$ cat src/rtl/adc_responder.sv
// adc_responder: device end of the convst/sck/sdi/sdo ADC link.
// A falling edge on convst latches sample_in and starts a conversion that lasts
// CONV_CYCLES clocks. The sample then shifts out MSB-first on sdo, advancing on
// each sck fall. The first CFG_BITS sdi bits, taken on sck rises, form cfg_word.
// Raising convst before the frame completes aborts the frame.
//
// Optional build macro: ADC_RESPONDER_SYNC_EN. When defined, convst, sck and sdi
// each pass through a 2-flop synchroniser, which adds 2 cycles to every
// input-referenced latency.
//
// Ports:
//   clk, reset            clock, asynchronous active-high reset
//   convst, sck, sdi      strobe, serial clock and config data from the initiator
//   sample_in             value reported for the next conversion
//   sdo                   serial sample data, MSB first (registered)
//   busy                  high while converting
//   sample_taken          1-cycle pulse when sample_in is latched
//   cfg_word, cfg_valid   last complete config word and its 1-cycle update pulse
//   frame_done            1-cycle pulse after the last data bit
module adc_responder #(
  parameter int unsigned DATA_BITS   = 12,
  parameter int unsigned CFG_BITS    = 6,
  parameter int unsigned CONV_CYCLES = 2
) (
  input  logic                 clk,
  input  logic                 reset,
  input  logic                 convst,
  input  logic                 sck,
  input  logic                 sdi,
  output logic                 sdo,
  input  logic [DATA_BITS-1:0] sample_in,
  output logic                 busy,
  output logic                 sample_taken,
  output logic [CFG_BITS-1:0]  cfg_word,
  output logic                 cfg_valid,
  output logic                 frame_done
);

  localparam int unsigned CNT_W  = $clog2(CONV_CYCLES + 1);
  localparam int unsigned BIT_W  = $clog2(DATA_BITS + 1);
  localparam int unsigned RISE_W = $clog2(CFG_BITS + 1);

  typedef enum logic [1:0] {
    ST_IDLE,
    ST_CONV,
    ST_SHIFT,
    ST_DONE
  } state_e;

  logic convst_s, sck_s, sdi_s;

`ifdef ADC_RESPONDER_SYNC_EN
  // Two-flop synchronisers; reset values match the idle levels of the link.
  logic [1:0] convst_sync_q, sck_sync_q, sdi_sync_q;

  always_ff @(posedge clk or posedge reset) begin
    if (reset) begin
      convst_sync_q <= 2'b11;
      sck_sync_q    <= 2'b00;
      sdi_sync_q    <= 2'b00;
    end else begin
      convst_sync_q <= {convst_sync_q[0], convst};
      sck_sync_q    <= {sck_sync_q[0], sck};
      sdi_sync_q    <= {sdi_sync_q[0], sdi};
    end
  end

  assign convst_s = convst_sync_q[1];
  assign sck_s    = sck_sync_q[1];
  assign sdi_s    = sdi_sync_q[1];
`else
  assign convst_s = convst;
  assign sck_s    = sck;
  assign sdi_s    = sdi;
`endif

  // Previous-value registers for edge detection.
  logic convst_prev_q, sck_prev_q;

  always_ff @(posedge clk or posedge reset) begin
    if (reset) begin
      convst_prev_q <= 1'b1;
      sck_prev_q    <= 1'b0;
    end else begin
      convst_prev_q <= convst_s;
      sck_prev_q    <= sck_s;
    end
  end

  logic conv_fall, sck_rise, sck_fall;
  assign conv_fall = convst_prev_q & ~convst_s;
  assign sck_rise  = ~sck_prev_q & sck_s;
  assign sck_fall  = sck_prev_q & ~sck_s;

  state_e                state_q, state_d;
  logic [CNT_W-1:0]      cnt_q, cnt_d;
  logic [DATA_BITS-1:0]  shift_q, shift_d;
  logic [BIT_W-1:0]      bit_cnt_q, bit_cnt_d;
  logic [RISE_W-1:0]     rise_cnt_q, rise_cnt_d;
  logic [CFG_BITS-1:0]   cfg_sr_q, cfg_sr_d;
  logic                  sdo_q, sdo_d;
  logic                  busy_q, busy_d;
  logic                  sample_taken_q, sample_taken_d;
  logic [CFG_BITS-1:0]   cfg_word_q, cfg_word_d;
  logic                  cfg_valid_q, cfg_valid_d;
  logic                  frame_done_q, frame_done_d;

  logic [DATA_BITS-1:0]  shift_next;
  logic [CFG_BITS-1:0]   cfg_next;

  assign shift_next = shift_q << 1;
  assign cfg_next   = CFG_BITS'({cfg_sr_q, sdi_s});

  // State and output registers.
  always_ff @(posedge clk or posedge reset) begin
    if (reset) begin
      state_q        <= ST_IDLE;
      cnt_q          <= '0;
      shift_q        <= '0;
      bit_cnt_q      <= '0;
      rise_cnt_q     <= '0;
      cfg_sr_q       <= '0;
      sdo_q          <= 1'b0;
      busy_q         <= 1'b0;
      sample_taken_q <= 1'b0;
      cfg_word_q     <= '0;
      cfg_valid_q    <= 1'b0;
      frame_done_q   <= 1'b0;
    end else begin
      state_q        <= state_d;
      cnt_q          <= cnt_d;
      shift_q        <= shift_d;
      bit_cnt_q      <= bit_cnt_d;
      rise_cnt_q     <= rise_cnt_d;
      cfg_sr_q       <= cfg_sr_d;
      sdo_q          <= sdo_d;
      busy_q         <= busy_d;
      sample_taken_q <= sample_taken_d;
      cfg_word_q     <= cfg_word_d;
      cfg_valid_q    <= cfg_valid_d;
      frame_done_q   <= frame_done_d;
    end
  end

  // Next-state and output logic.
  always_comb begin
    state_d        = state_q;
    cnt_d          = cnt_q;
    shift_d        = shift_q;
    bit_cnt_d      = bit_cnt_q;
    rise_cnt_d     = rise_cnt_q;
    cfg_sr_d       = cfg_sr_q;
    sdo_d          = sdo_q;
    busy_d         = busy_q;
    sample_taken_d = 1'b0;
    cfg_word_d     = cfg_word_q;
    cfg_valid_d    = 1'b0;
    frame_done_d   = 1'b0;

    unique case (state_q)
      ST_IDLE: begin
        if (conv_fall) begin
          shift_d        = sample_in;
          sample_taken_d = 1'b1;
          busy_d         = 1'b1;
          cnt_d          = CNT_W'(CONV_CYCLES);
          state_d        = ST_CONV;
        end
      end

      ST_CONV: begin
        if (convst_s) begin
          busy_d  = 1'b0;
          sdo_d   = 1'b0;
          state_d = ST_IDLE;
        end else if (cnt_q == CNT_W'(1)) begin
          // Counter was loaded with CONV_CYCLES, so busy spans exactly that many cycles.
          busy_d     = 1'b0;
          sdo_d      = shift_q[DATA_BITS-1];
          bit_cnt_d  = '0;
          rise_cnt_d = '0;
          cfg_sr_d   = '0;
          state_d    = ST_SHIFT;
        end else begin
          cnt_d = cnt_q - CNT_W'(1);
        end
      end

      ST_SHIFT: begin
        // Abort takes priority over any sck edge in the same cycle.
        if (convst_s) begin
          sdo_d   = 1'b0;
          busy_d  = 1'b0;
          state_d = ST_IDLE;
        end else if (sck_rise) begin
          if (rise_cnt_q < RISE_W'(CFG_BITS)) begin
            cfg_sr_d   = cfg_next;
            rise_cnt_d = rise_cnt_q + RISE_W'(1);
            if (rise_cnt_q == RISE_W'(CFG_BITS - 1)) begin
              cfg_word_d  = cfg_next;
              cfg_valid_d = 1'b1;
            end
          end
        end else if (sck_fall) begin
          if (bit_cnt_q == BIT_W'(DATA_BITS - 1)) begin
            sdo_d        = 1'b0;
            frame_done_d = 1'b1;
            state_d      = ST_DONE;
          end else begin
            shift_d   = shift_next;
            sdo_d     = shift_next[DATA_BITS-1];
            bit_cnt_d = bit_cnt_q + BIT_W'(1);
          end
        end
      end

      ST_DONE: begin
        sdo_d = 1'b0;
        if (convst_s) begin
          state_d = ST_IDLE;
        end
      end

      default: state_d = ST_IDLE;
    endcase
  end

  assign sdo          = sdo_q;
  assign busy         = busy_q;
  assign sample_taken = sample_taken_q;
  assign cfg_word     = cfg_word_q;
  assign cfg_valid    = cfg_valid_q;
  assign frame_done   = frame_done_q;

endmodule

$ cat config.mk
export PLATFORM = sky130hd
export DESIGN_NAME = adc_responder
export DESIGN_NICKNAME = d
export VERILOG_FILES = /design/src/rtl/adc_responder.sv
export SDC_FILE = /design/constraint.sdc
export NUM_CORES = 1
export LEC_CHECK = 0
export CAP_MARGIN = 20
export CELL_PAD_IN_SITES_DETAIL_PLACEMENT = 0
export CELL_PAD_IN_SITES_GLOBAL_PLACEMENT = 2
export CORE_MARGIN = 2
export CORE_UTILIZATION = 32
export DETAILED_ROUTE_END_ITERATION = 6
export PLACE_DENSITY_LB_ADDON = 0.1
export SYNTH_ARGS = -nofsm -noshare
export SYNTH_HDL_FRONTEND = slang
export SYNTH_SLANG_ARGS = --single-unit
$ cat constraint.sdc
create_clock -name clk -period 1.9 [get_ports clk]
set_input_delay 0.19 -clock clk [delete_from_list [all_inputs] [get_ports clk]]
set_output_delay 0.19 -clock clk [all_outputs]
set_load 0.01 [all_outputs]
==> results.txt <==
WL final -> 4670 um
Status -> complete, no violations
CP Class -> flop to flop
IO Pins -> 28
CTS tree -> done
Global-route wire length before repair -> 8000 um
# clock sinks -> 41
Nets -> 253
Worst setup path endpoint -> shift_q[7]
Clk Latency, worst-skew pair -> 0.29 ns
Die height -> 84.7 um
H-tree Lvls -> 2
Worst-path clk slew -> 0.08 ns
GRT Overall Usage -> 14.0%
Synth area leaders -> dfrtp_1 48%, o22a_1 5.9%, ha_1 5.4%
Minimum clock period -> 1.79 ns
Max Cap Violations -> 0
PwrDens -> 1150 mW/mm^2
Sequential share of the synthesized area -> 49.3%
Critical path arrival -> 1.97 ns
WL met3 -> 192 um
Worst Setup Start Kind -> flop
Gpl congestion -> 0.805
Seq cells post-synth -> 41
Diode count -> 0
EDFF count, synth -> 0
Clk root buf -> clkbuf_8
Synth unique cells -> 44
Layout cell share with drive strength beyond 1 -> 21.1%
Yosys warns -> 0
Type of the most critical hold path -> input pin to asynchronous set/reset pin
DR WL met2 -> 2130 um
Vias in the first global route -> 1604
Most frequent cells after synthesis -> 40 x dfrtp_1, 14 x o22a_1, 13 x inv_1, 10 x nand2_1, 9 x ha_1
Clock Tree Buf Depth -> 2
Syn Inst Count -> 185
Synth async-reset ratio -> 100%
Slew Limit Fails -> 0
Yosys top cell area share -> 48.0%
Starting Density -> 33.0%
Reg2reg end -> shift_q[7]
Achievable Freq -> 558 MHz
CP Max Fanout -> 6
Core Area -> 0.00631 mm^2
Routed vias -> 1602
CTS Buf Count -> 5
Layout area overhead -> 29.1%
Vias per cell -> 5.25
Drt first pass iters -> 5
Worst Setup SP -> state_q[1]
Most frequent cell after synthesis -> dfrtp_1
Highest Signal Layer -> met4
DRT iter0 DRCs -> 54
Worst hold slack -> 0.317 ns
Worst r2r src -> state_q[1]
Leakage power -> 1.16 nW
Crit. End Element -> flop
Post-synthesis net count -> 211
Worst vdd ir -> 436 uV
Period utilisation layout -> 94.4%
Reg2reg setup slack -> 0.11 ns
Wl on met1 -> 2270 um
Critical path required time -> 2.08 ns
GRT overflow -> 0
Main synth FF type -> dfrtp_1
Post-route worst setup slack -> 0.107 ns
Num rows -> 29
Port Buf Inserts -> 27
Clock skew -> 0.00336 ns
Final setup fails -> 0
Antenna violations before repair -> 0
Worst rel slew slack -> 64.8%
Post-detail-place hpwl -> 3380 um
Final hold vios -> 0
Post-Synthesis Cell Area -> 0.00209 mm^2
Mean Syn Cell Area -> 11.3 um^2
Hold_buf cts -> 0
Largest net degree at the start of global routing -> 42
DRC viols -> 0
Largest area contributor in the synthesized netlist -> dfrtp_1
Worst R2R Path Depth -> 6
Chip width -> 84.7 um
Die area -> 0.00718 mm^2
Worst slew pin tran -> 0.527 ns
Antenna viol nets, final -> 0
Post-Place Setup Slack -> -0.0385 ns
Drt wl/cell -> 15.3 um
[metrics by stage]
step	TNS, ns	power (mW)	cell area [um^2]	cells	utilization, %
2_1_floorplan	0	1.96	2090	185	-
3_3_place_gp	0	2.30	2510	295	39.8
3_5_place_dp	-0.185	2.33	2510	295	39.8
4_1_cts	0	3.08	2640	303	41.8
5_1_grt	-0.00388	3.30	2690	305	42.6
6_report	0	3.09	2690	305	42.6
[cell usage in the layout, fill, tap and decap left out, types with 2 or more instances in the layout]
master / instances
dfrtp_1: 39
clkdlybuf4s50_1: 27
o22a_1: 14
buf_4: 14
inv_1: 13
nand2_1: 10
a22o_1: 8
a21oi_1: 7
mux2_2: 7
ha_1: 7
nand3_1: 6
nor2_1: 5
clkbuf_8: 5
nand2b_1: 4
o21ai_0: 4
and2_1: 4
a221o_1: 4
and2b_1: 3
a21o_1: 3
o31ai_1: 3
o311ai_0: 3
nand2b_4: 2
a31oi_1: 2
nor3_1: 2
nand4_1: 2
nor3_2: 2
ha_2: 2
[power breakdown]
part	switching, mW	internal (mW)
Clock	0.323	0.393
Combinational	0.518	0.568
Sequential	0.183	1.11
Total	1.02	2.07
[metal layers]
layer  GRT usage, %  vias to the layer above
li1               -                      771
met1           19.9                      778
met2           21.4                       44
met3           3.05                        9
met4           4.62                        0
met5              0                        -
[repair_timing]
item,in CTS,in global routing
buffers inserted,0,2
endpoints found under the setup margin,6,32
resized for setup,1,8
gates cloned,0,0
[layout make-up]
type / instances / area, um^2
clock inverters: 3 / 46.3
well taps: 77 / 96.3
multi-input cells: 124 / 1010
repair buffers: 42 / 395
flip-flops and latches: 41 / 1030
fillers: 642 / 3620
inverters: 13 / 48.8
clock buffers: 5 / 68.8
[logic make-up (layout without fill, tap and decap cells)]
| logic type | count (synthesis) | count (layout) | share of synthesized area [%] |
|---|---|---|---|
| mux | 7 | 7 | 3.78 |
| flops | 41 | 41 | 49.3 |
| buf+inv | 20 | 63 | 4.74 |
| fa+ha+maj | 9 | 9 | 5.40 |
| simple gates | 48 | 48 | 13.3 |
| compound gates | 60 | 60 | 23.5 |
[flip-flops by register name, indices dropped and copies added (netlist names)]
| signal | flops |
|---|---|
| shift_q | 12 |
| cfg_word | 6 |
| cfg_sr_q | 5 |
| bit_cnt_q | 4 |
| rise_cnt_q | 3 |
| cnt_q | 2 |
| state_q | 2 |
| busy | 1 |
| cfg_valid | 1 |
| convst_prev_q | 1 |
| frame_done | 1 |
| sample_taken | 1 |
| sck_prev_q | 1 |
| sdo | 1 |
[critical path, stage by stage, from the launching register on]
cell and delay [ns]:
dfrtp_1 0.40, inv_1 0.10, ha_1 0.26, nand2b_1 0.17, a21o_1 0.22, nand2b_4 0.17, a221o_1 0.35
[how the worst min path moves through the flow]
| stage | slack, ns | start | endpoint | depth (start not counted) |
|---|---|---|---|---|
| after global placement | 0.48 | cfg_sr_q[4] | cfg_sr_q[4] | 1 |
| final | 0.32 | reset | cfg_word[2] | 3 |
| after global routing | 0.40 | reset | cfg_sr_q[3] | 3 |
| after detailed placement | 0.49 | cfg_word[4] | cfg_word[4] | 1 |
| after floorplan | 0.19 | convst | convst_prev_q | 0 |
| after CTS | 0.33 | reset | cfg_word[2] | 3 |
(Power assumes the default switching activity.)
